$ cat src/rtl/enc_tx_pkg.sv
// enc_tx_pkg
// Shared definitions for the 8b/10b transmit scheduler:
//   - K-symbol byte codes used for comma, start-of-packet and end-of-packet
//   - scheduler state encoding
//   - running-disparity update from the encoder's 10-bit output symbol
package enc_tx_pkg;

  localparam logic [7:0] K28_5 = 8'hBC;  // comma / idle / sync
  localparam logic [7:0] K27_7 = 8'hFB;  // start of packet
  localparam logic [7:0] K29_7 = 8'hFD;  // end of packet

  typedef enum logic [2:0] {
    ST_SYNC,
    ST_IDLE,
    ST_CTL,
    ST_SOP,
    ST_PAYLOAD,
    ST_EOP
  } tx_state_t;

  typedef struct packed {
    logic err;  // symbol was not disparity-legal
    logic rd;   // running disparity after the symbol, 0 = RD-
  } rd_upd_t;

  // Six ones leave the line at RD+, four at RD-, five is neutral.
  // Any other weight cannot come from a legal encoder: keep RD and flag it.
  function automatic rd_upd_t rd_from_symbol(input logic [9:0] sym,
                                             input logic       rd_prev);
    logic [3:0] ones;
    rd_upd_t    upd;
    ones = '0;
    for (int i = 0; i < 10; i++) begin
      ones = ones + {3'b000, sym[i]};
    end
    upd.err = 1'b0;
    upd.rd  = rd_prev;
    case (ones)
      4'd6:    upd.rd  = 1'b1;
      4'd4:    upd.rd  = 1'b0;
      4'd5:    upd.rd  = rd_prev;
      default: upd.err = 1'b1;
    endcase
    return upd;
  endfunction

endpackage

$ cat src/rtl/enc_rd_tracker.sv
// enc_rd_tracker
// Tracks running disparity from the encoder's registered output.
// Ports:
//   clk, rst_n        clock, asynchronous active-low reset
//   i_enc_data_out    10-bit symbol the encoder produced last cycle
//   o_rd_eff          RD to use for the symbol issued this cycle
//   o_disp_err        the observed symbol had an illegal weight
module enc_rd_tracker
  import enc_tx_pkg::*;
(
  input  logic       clk,
  input  logic       rst_n,
  input  logic [9:0] i_enc_data_out,
  output logic       o_rd_eff,
  output logic       o_disp_err
);

  logic    r_issued;
  logic    r_rd;
  rd_upd_t w_upd;

  assign w_upd = rd_from_symbol(i_enc_data_out, r_rd);

  // Until the first symbol has gone through the encoder, its output is
  // meaningless, so the stored RD (RD- after reset) is used unmodified.
  assign o_rd_eff   = r_issued ? w_upd.rd : r_rd;
  assign o_disp_err = r_issued & w_upd.err;

  always_ff @(posedge clk or negedge rst_n) begin
    if (!rst_n) begin
      r_issued <= 1'b0;
      r_rd     <= 1'b0;
    end else begin
      r_issued <= 1'b1;
      r_rd     <= o_rd_eff;
    end
  end

endmodule

$ cat src/rtl/enc_tx_ctrl.sv
// enc_tx_ctrl
// Transmit-side symbol scheduler feeding an 8b/10b encoder. Emits a K28.5
// sync preamble after reset, then K28.5 idles, one-shot control K-symbols
// and SOP/payload/EOP framed packets. Tracks running disparity from the
// encoder's registered output and latches encoder/disparity errors.
// Ports:
//   clk, rst_n                     clock, asynchronous active-low reset
//   pkt_valid/pkt_data/pkt_last    payload byte stream
//   pkt_ready                      payload byte consumed this cycle
//   ctl_req/ctl_code               control K-symbol request (level)
//   ctl_ack                        control symbol issued this cycle
//   enc_data_in/enc_k_in/enc_disp_in  symbol to the encoder
//   enc_data_out/enc_k_err         encoder registered output and K error
//   sync_done                      sync preamble complete
//   rd_out                         current effective running disparity
//   err_sticky/err_clr             {disparity err, K err}, and clear
module enc_tx_ctrl
  import enc_tx_pkg::*;
#(
  parameter int SYNC_LEN = 16
) (
  input  logic       clk,
  input  logic       rst_n,
  input  logic       pkt_valid,
  input  logic [7:0] pkt_data,
  input  logic       pkt_last,
  output logic       pkt_ready,
  input  logic       ctl_req,
  input  logic [7:0] ctl_code,
  output logic       ctl_ack,
  output logic [7:0] enc_data_in,
  output logic       enc_k_in,
  output logic       enc_disp_in,
  input  logic [9:0] enc_data_out,
  input  logic       enc_k_err,
  output logic       sync_done,
  output logic       rd_out,
  output logic [1:0] err_sticky,
  input  logic       err_clr
);

  localparam logic [7:0] SYNC_LAST = 8'(SYNC_LEN - 1);

  tx_state_t  r_state;
  logic [7:0] r_sync_cnt;
  logic       r_sync_done;
  logic [1:0] r_err;
  logic       w_rd_eff;
  logic       w_disp_err;

  enc_rd_tracker u_rd (
    .clk            (clk),
    .rst_n          (rst_n),
    .i_enc_data_out (enc_data_out),
    .o_rd_eff       (w_rd_eff),
    .o_disp_err     (w_disp_err)
  );

  always_ff @(posedge clk or negedge rst_n) begin
    if (!rst_n) begin
      r_state     <= ST_SYNC;
      r_sync_cnt  <= '0;
      r_sync_done <= 1'b0;
    end else begin
      case (r_state)
        ST_SYNC: begin
          if (r_sync_cnt == SYNC_LAST) begin
            r_state     <= ST_IDLE;
            r_sync_done <= 1'b1;
          end else begin
            r_sync_cnt <= r_sync_cnt + 8'd1;
          end
        end
        // Control requests take priority over a waiting packet.
        ST_IDLE: begin
          if (ctl_req)        r_state <= ST_CTL;
          else if (pkt_valid) r_state <= ST_SOP;
        end
        // Always return through IDLE so a comma follows every control symbol.
        ST_CTL:     r_state <= ST_IDLE;
        ST_SOP:     r_state <= ST_PAYLOAD;
        ST_PAYLOAD: if (pkt_valid && pkt_last) r_state <= ST_EOP;
        ST_EOP:     r_state <= ST_IDLE;
        default:    r_state <= ST_SYNC;
      endcase
    end
  end

  // A new error in the same cycle as err_clr still gets recorded.
  always_ff @(posedge clk or negedge rst_n) begin
    if (!rst_n) begin
      r_err <= 2'b00;
    end else begin
      r_err <= (err_clr ? 2'b00 : r_err) | {w_disp_err, enc_k_err};
    end
  end

  always_comb begin
    enc_data_in = K28_5;
    enc_k_in    = 1'b1;
    pkt_ready   = 1'b0;
    ctl_ack     = 1'b0;
    case (r_state)
      ST_CTL: begin
        enc_data_in = ctl_code;
        ctl_ack     = 1'b1;
      end
      ST_SOP: enc_data_in = K27_7;
      // Underrun inside a frame is filled with K28.5.
      ST_PAYLOAD: begin
        if (pkt_valid) begin
          enc_data_in = pkt_data;
          enc_k_in    = 1'b0;
          pkt_ready   = 1'b1;
        end
      end
      ST_EOP:  enc_data_in = K29_7;
      default: enc_data_in = K28_5;
    endcase
  end

  assign enc_disp_in = w_rd_eff;
  assign rd_out      = w_rd_eff;
  assign sync_done   = r_sync_done;
  assign err_sticky  = r_err;

endmodule

$ cat config.mk
export PLATFORM = sky130hd
export DESIGN_NAME = enc_tx_ctrl
export DESIGN_NICKNAME = d
export VERILOG_FILES = /design/src/rtl/enc_tx_pkg.sv /design/src/rtl/enc_rd_tracker.sv /design/src/rtl/enc_tx_ctrl.sv
export SDC_FILE = /design/constraint.sdc
export NUM_CORES = 1
export LEC_CHECK = 0
export ABC_AREA = 1
export BUFFER_PORTS_ARGS = -buffer_cell sky130_fd_sc_hd__buf_2
export CELL_PAD_IN_SITES_DETAIL_PLACEMENT = 0
export CELL_PAD_IN_SITES_GLOBAL_PLACEMENT = 2
export CORE_ASPECT_RATIO = 1.4
export CORE_MARGIN = 2
export CORE_UTILIZATION = 24
export CTS_BUF_LIST = sky130_fd_sc_hd__clkbuf_4 sky130_fd_sc_hd__clkbuf_8
export DETAILED_ROUTE_END_ITERATION = 8
export GPL_ROUTABILITY_DRIVEN = 0
export PLACE_DENSITY_LB_ADDON = 0.25
export SYNTH_ARGS = -nofsm -noshare
export SYNTH_HDL_FRONTEND = slang
export SYNTH_SLANG_ARGS = --single-unit
$ cat constraint.sdc
create_clock -name clk -period 3.9 [get_ports clk]
set_input_delay 0.39 -clock clk [delete_from_list [all_inputs] [get_ports clk]]
set_output_delay 0.39 -clock clk [all_outputs]
set_load 0.02 [all_outputs]
==> metrics.md <==
| Metric | Value |
|---|---|
| #FFs+latches synth | 16 |
| Reg-to-Reg Start | r_sync_cnt[0] |
| Crit path cell chain | buf_6, ha_4, inv_2, fa_1, fa_1, fa_1, inv_2, fa_2, fa_2, inv_1, nand2_1, nand2_2, nand3_2, nand2_1, nand2_1, inv_2, buf_6 |
| Worst-path fanout max | 3 |
| CP peak stage delay | 0.50 ns |
| Most frequent cells in the layout | nand2_1, buf_2, inv_1 |
| Netlist cell types | 23 |
| Cell area power density | 469 nW/um^2 |
| Initial antenna violation count | 0 |
| CORE AREA | 5160 sq um |
| Die Wd | 65.9 um |
| Worst EP arrival | 3.48 ns |
| Startpoint types | input pin |
| CP Buf/Inv Count | 6 |
| Delay-heaviest family, CP | adder cells |
| CTS tree | yes |
| Die area | 5970 sq um |
| GRT met1 Usage | 11.8% |
| H-tree levels | 1 |
| Fin. Hold Viols | 0 |
| Final layout net count | 282 |
| Area of the multi-input gates | 753 sq um |
| First-pass GRT wire length | 4870 um |
| Fin. max-slew vios | 0 |
| Hold Worst Slack | 0.0497 ns |
| Synth-to-layout area growth | 33.9% |
| Mapped Nets | 228 |
| Final setup viols | 0 |
| Outcome | finished, final reports clean |
| DR vias/cell | 4.02 |
| Maximum clock rate | 259 MHz |
| Syn. warnings | 0 |
| Remaining Overflow, GRT | 0 |
| Drt wl/cell | 9.63 um |
| R2R Setup Slk | 2.52 ns |
| Final Critical Period | 3.87 ns |
| Met2 usage in global routing | 18.4% |
| Period utilisation layout | 99.2% |
| CTS max path bufs | 2 |
| Pin count of the biggest net entering global routing | 17 |
| # diodes | 0 |
| Clock sink count | 16 |
| IR drop worst, VDD | 249 uV |
| FF+latch area | 400 sq um |
| RSZ-0062 raised after global routing | true |
| Crit path required time | 3.51 ns |
| Max-Cap Viols | 0 |
| Fillers | 581 |
| # hold bufs at CTS | 0 |
| Global routing usage on met3 | 1.37% |
| Worst skew pair latency | 0.25 ns |
| Starting Density | 24.9% |
| Clock Pin Slew Worst Setup and Hold Paths | 0.07 ns |
| Hpwl dp | 2400 um |
| Chip Height | 90.6 um |
| Total Routing Usage GR | 10.3% |
| DRC viols | 0 |
| Total routed wirelength | 2910 um |
| Setup crit end kind | output pin |
| Top Usage Layer GRT | met2 |
| Most common cell after layout, fill and taps aside | nand2_1 |
| Fin area | 1720 sq um |
| Total number of vias | 1215 |
| Hold WC Path Type | input pin to async pin |
| Crit path kind | input pin to output pin |
| Port Buffers | 48 |
| Syn Std Cell Area | 1290 sq um |
| Pleak | 0.980 nW |
| Synth Area per Inst | 7.03 sq um |
| Boundary pin count | 49 |
| Final Util | 33.4% |
| DR pass1 iterations | 4 |
| Cells after synthesis | 183 |
| Number of global-route vias before repair | 1197 |
| Crit-path slowest cell | fa_1 |
| R2r endpoint | r_state[0] |
| Total power | 0.807 mW |
| ANT nets after route | 0 |
| Sequential share of the synthesized area | 31.1% |
| Clock Skew | 0.00418 ns |
| Clock root buffer | clkbuf_8 |
| Fraction of layout instances using a drive strength above 1 | 30.1% |
| Rows | 31 |
| DR iter-0 viols | 33 |
| Placement-stage cell area | 1610 sq um |
| Total CTS buffers | 3 |
| Reg2Reg Depth | 5 |
## flip-flops by register name, summed over array words and instances (netlist names)
name / flops
r_sync_cnt: 8
r_state: 3
err_sticky: 2
sync_done: 1
u_rd.r_issued: 1
u_rd.r_rd: 1
## logic make-up (layout without fill, tap and decap cells)
| group | after synthesis | after routing | synth area share, % |
|---|---|---|---|
| compound gates | 15 | 15 | 7.10 |
| xor+xnor | 3 | 3 | 2.04 |
| fa+ha+maj | 12 | 12 | 15.2 |
| buf+inv | 41 | 94 | 12.3 |
| flops | 16 | 16 | 31.1 |
| other cells | 1 | 1 | 0.292 |
| simple gates | 95 | 95 | 32.0 |
## layout make-up
type / count / area share, %
timing repair buffer: 50 / 16.3
multi-input combinational: 126 / 43.8
clock buffer: 4 / 3.20
sequential: 16 / 23.3
inverter: 40 / 8.72
tap: 66 / 4.80
## cells in the mapped netlist, drive strengths merged
cell	n	area (sq um)
conb	1	3.75
xor2	1	8.76
nand2	63	236
nand3	13	75.1
nand4	3	18.8
o21bai	1	7.51
fa	6	120
o21ai	12	71.3
buf	1	7.51
dfrtp	16	400
a21o	1	7.51
nor2	15	73.8
inv	40	150
xnor2	2	17.5
nand3b	1	7.51
ha	6	75.1
a21oi	1	5.00
## worst max path at each step
stage                    start          end  slack (ns)  depth (start not counted)
2_1_floorplan  enc_data_out[0]       rd_out        0.02                         16
3_3_place_gp   enc_data_out[0]  enc_disp_in       -0.11                         17
3_5_place_dp   enc_data_out[0]  enc_disp_in       -0.13                         17
4_1_cts        enc_data_out[0]  enc_disp_in      -0.003                         17
5_1_grt        enc_data_out[1]  enc_disp_in       -0.12                         17
6_report       enc_data_out[1]  enc_disp_in        0.03                         17
## metrics by stage
| step | std cells | worst slack (ns) | TNS, ns |
|---|---|---|---|
| 3_3_place_gp | 297 | -0.108 | -0.216 |
| 6_report | 302 | 0.0327 | 0 |
| 4_1_cts | 301 | -0.00313 | -0.00610 |
| 2_1_floorplan | 183 | 0.0165 | 0 |
| 3_5_place_dp | 297 | -0.128 | -0.255 |
| 5_1_grt | 302 | -0.117 | -0.232 |
## metal layers
metal	vias up	wire, um
li1	653	-
met1	509	1290
met2	48	1340
met3	5	226
met4	0	56
met5	-	0
## timing repair
action,4_1_cts,5_1_grt
gates resized for setup,5,8
pin swaps,1,0
buffers inserted,0,1
setup endpoints to repair,2,2
## power breakdown
group,switching (mW),total (mW),leakage [nW],internal (mW)
clock network,0.0610,0.151,0.0288,0.0897
logic,0.276,0.447,0.770,0.172
registers,0.0201,0.209,0.181,0.189
total,0.357,0.807,0.980,0.450
(Power assumes the default switching activity.)
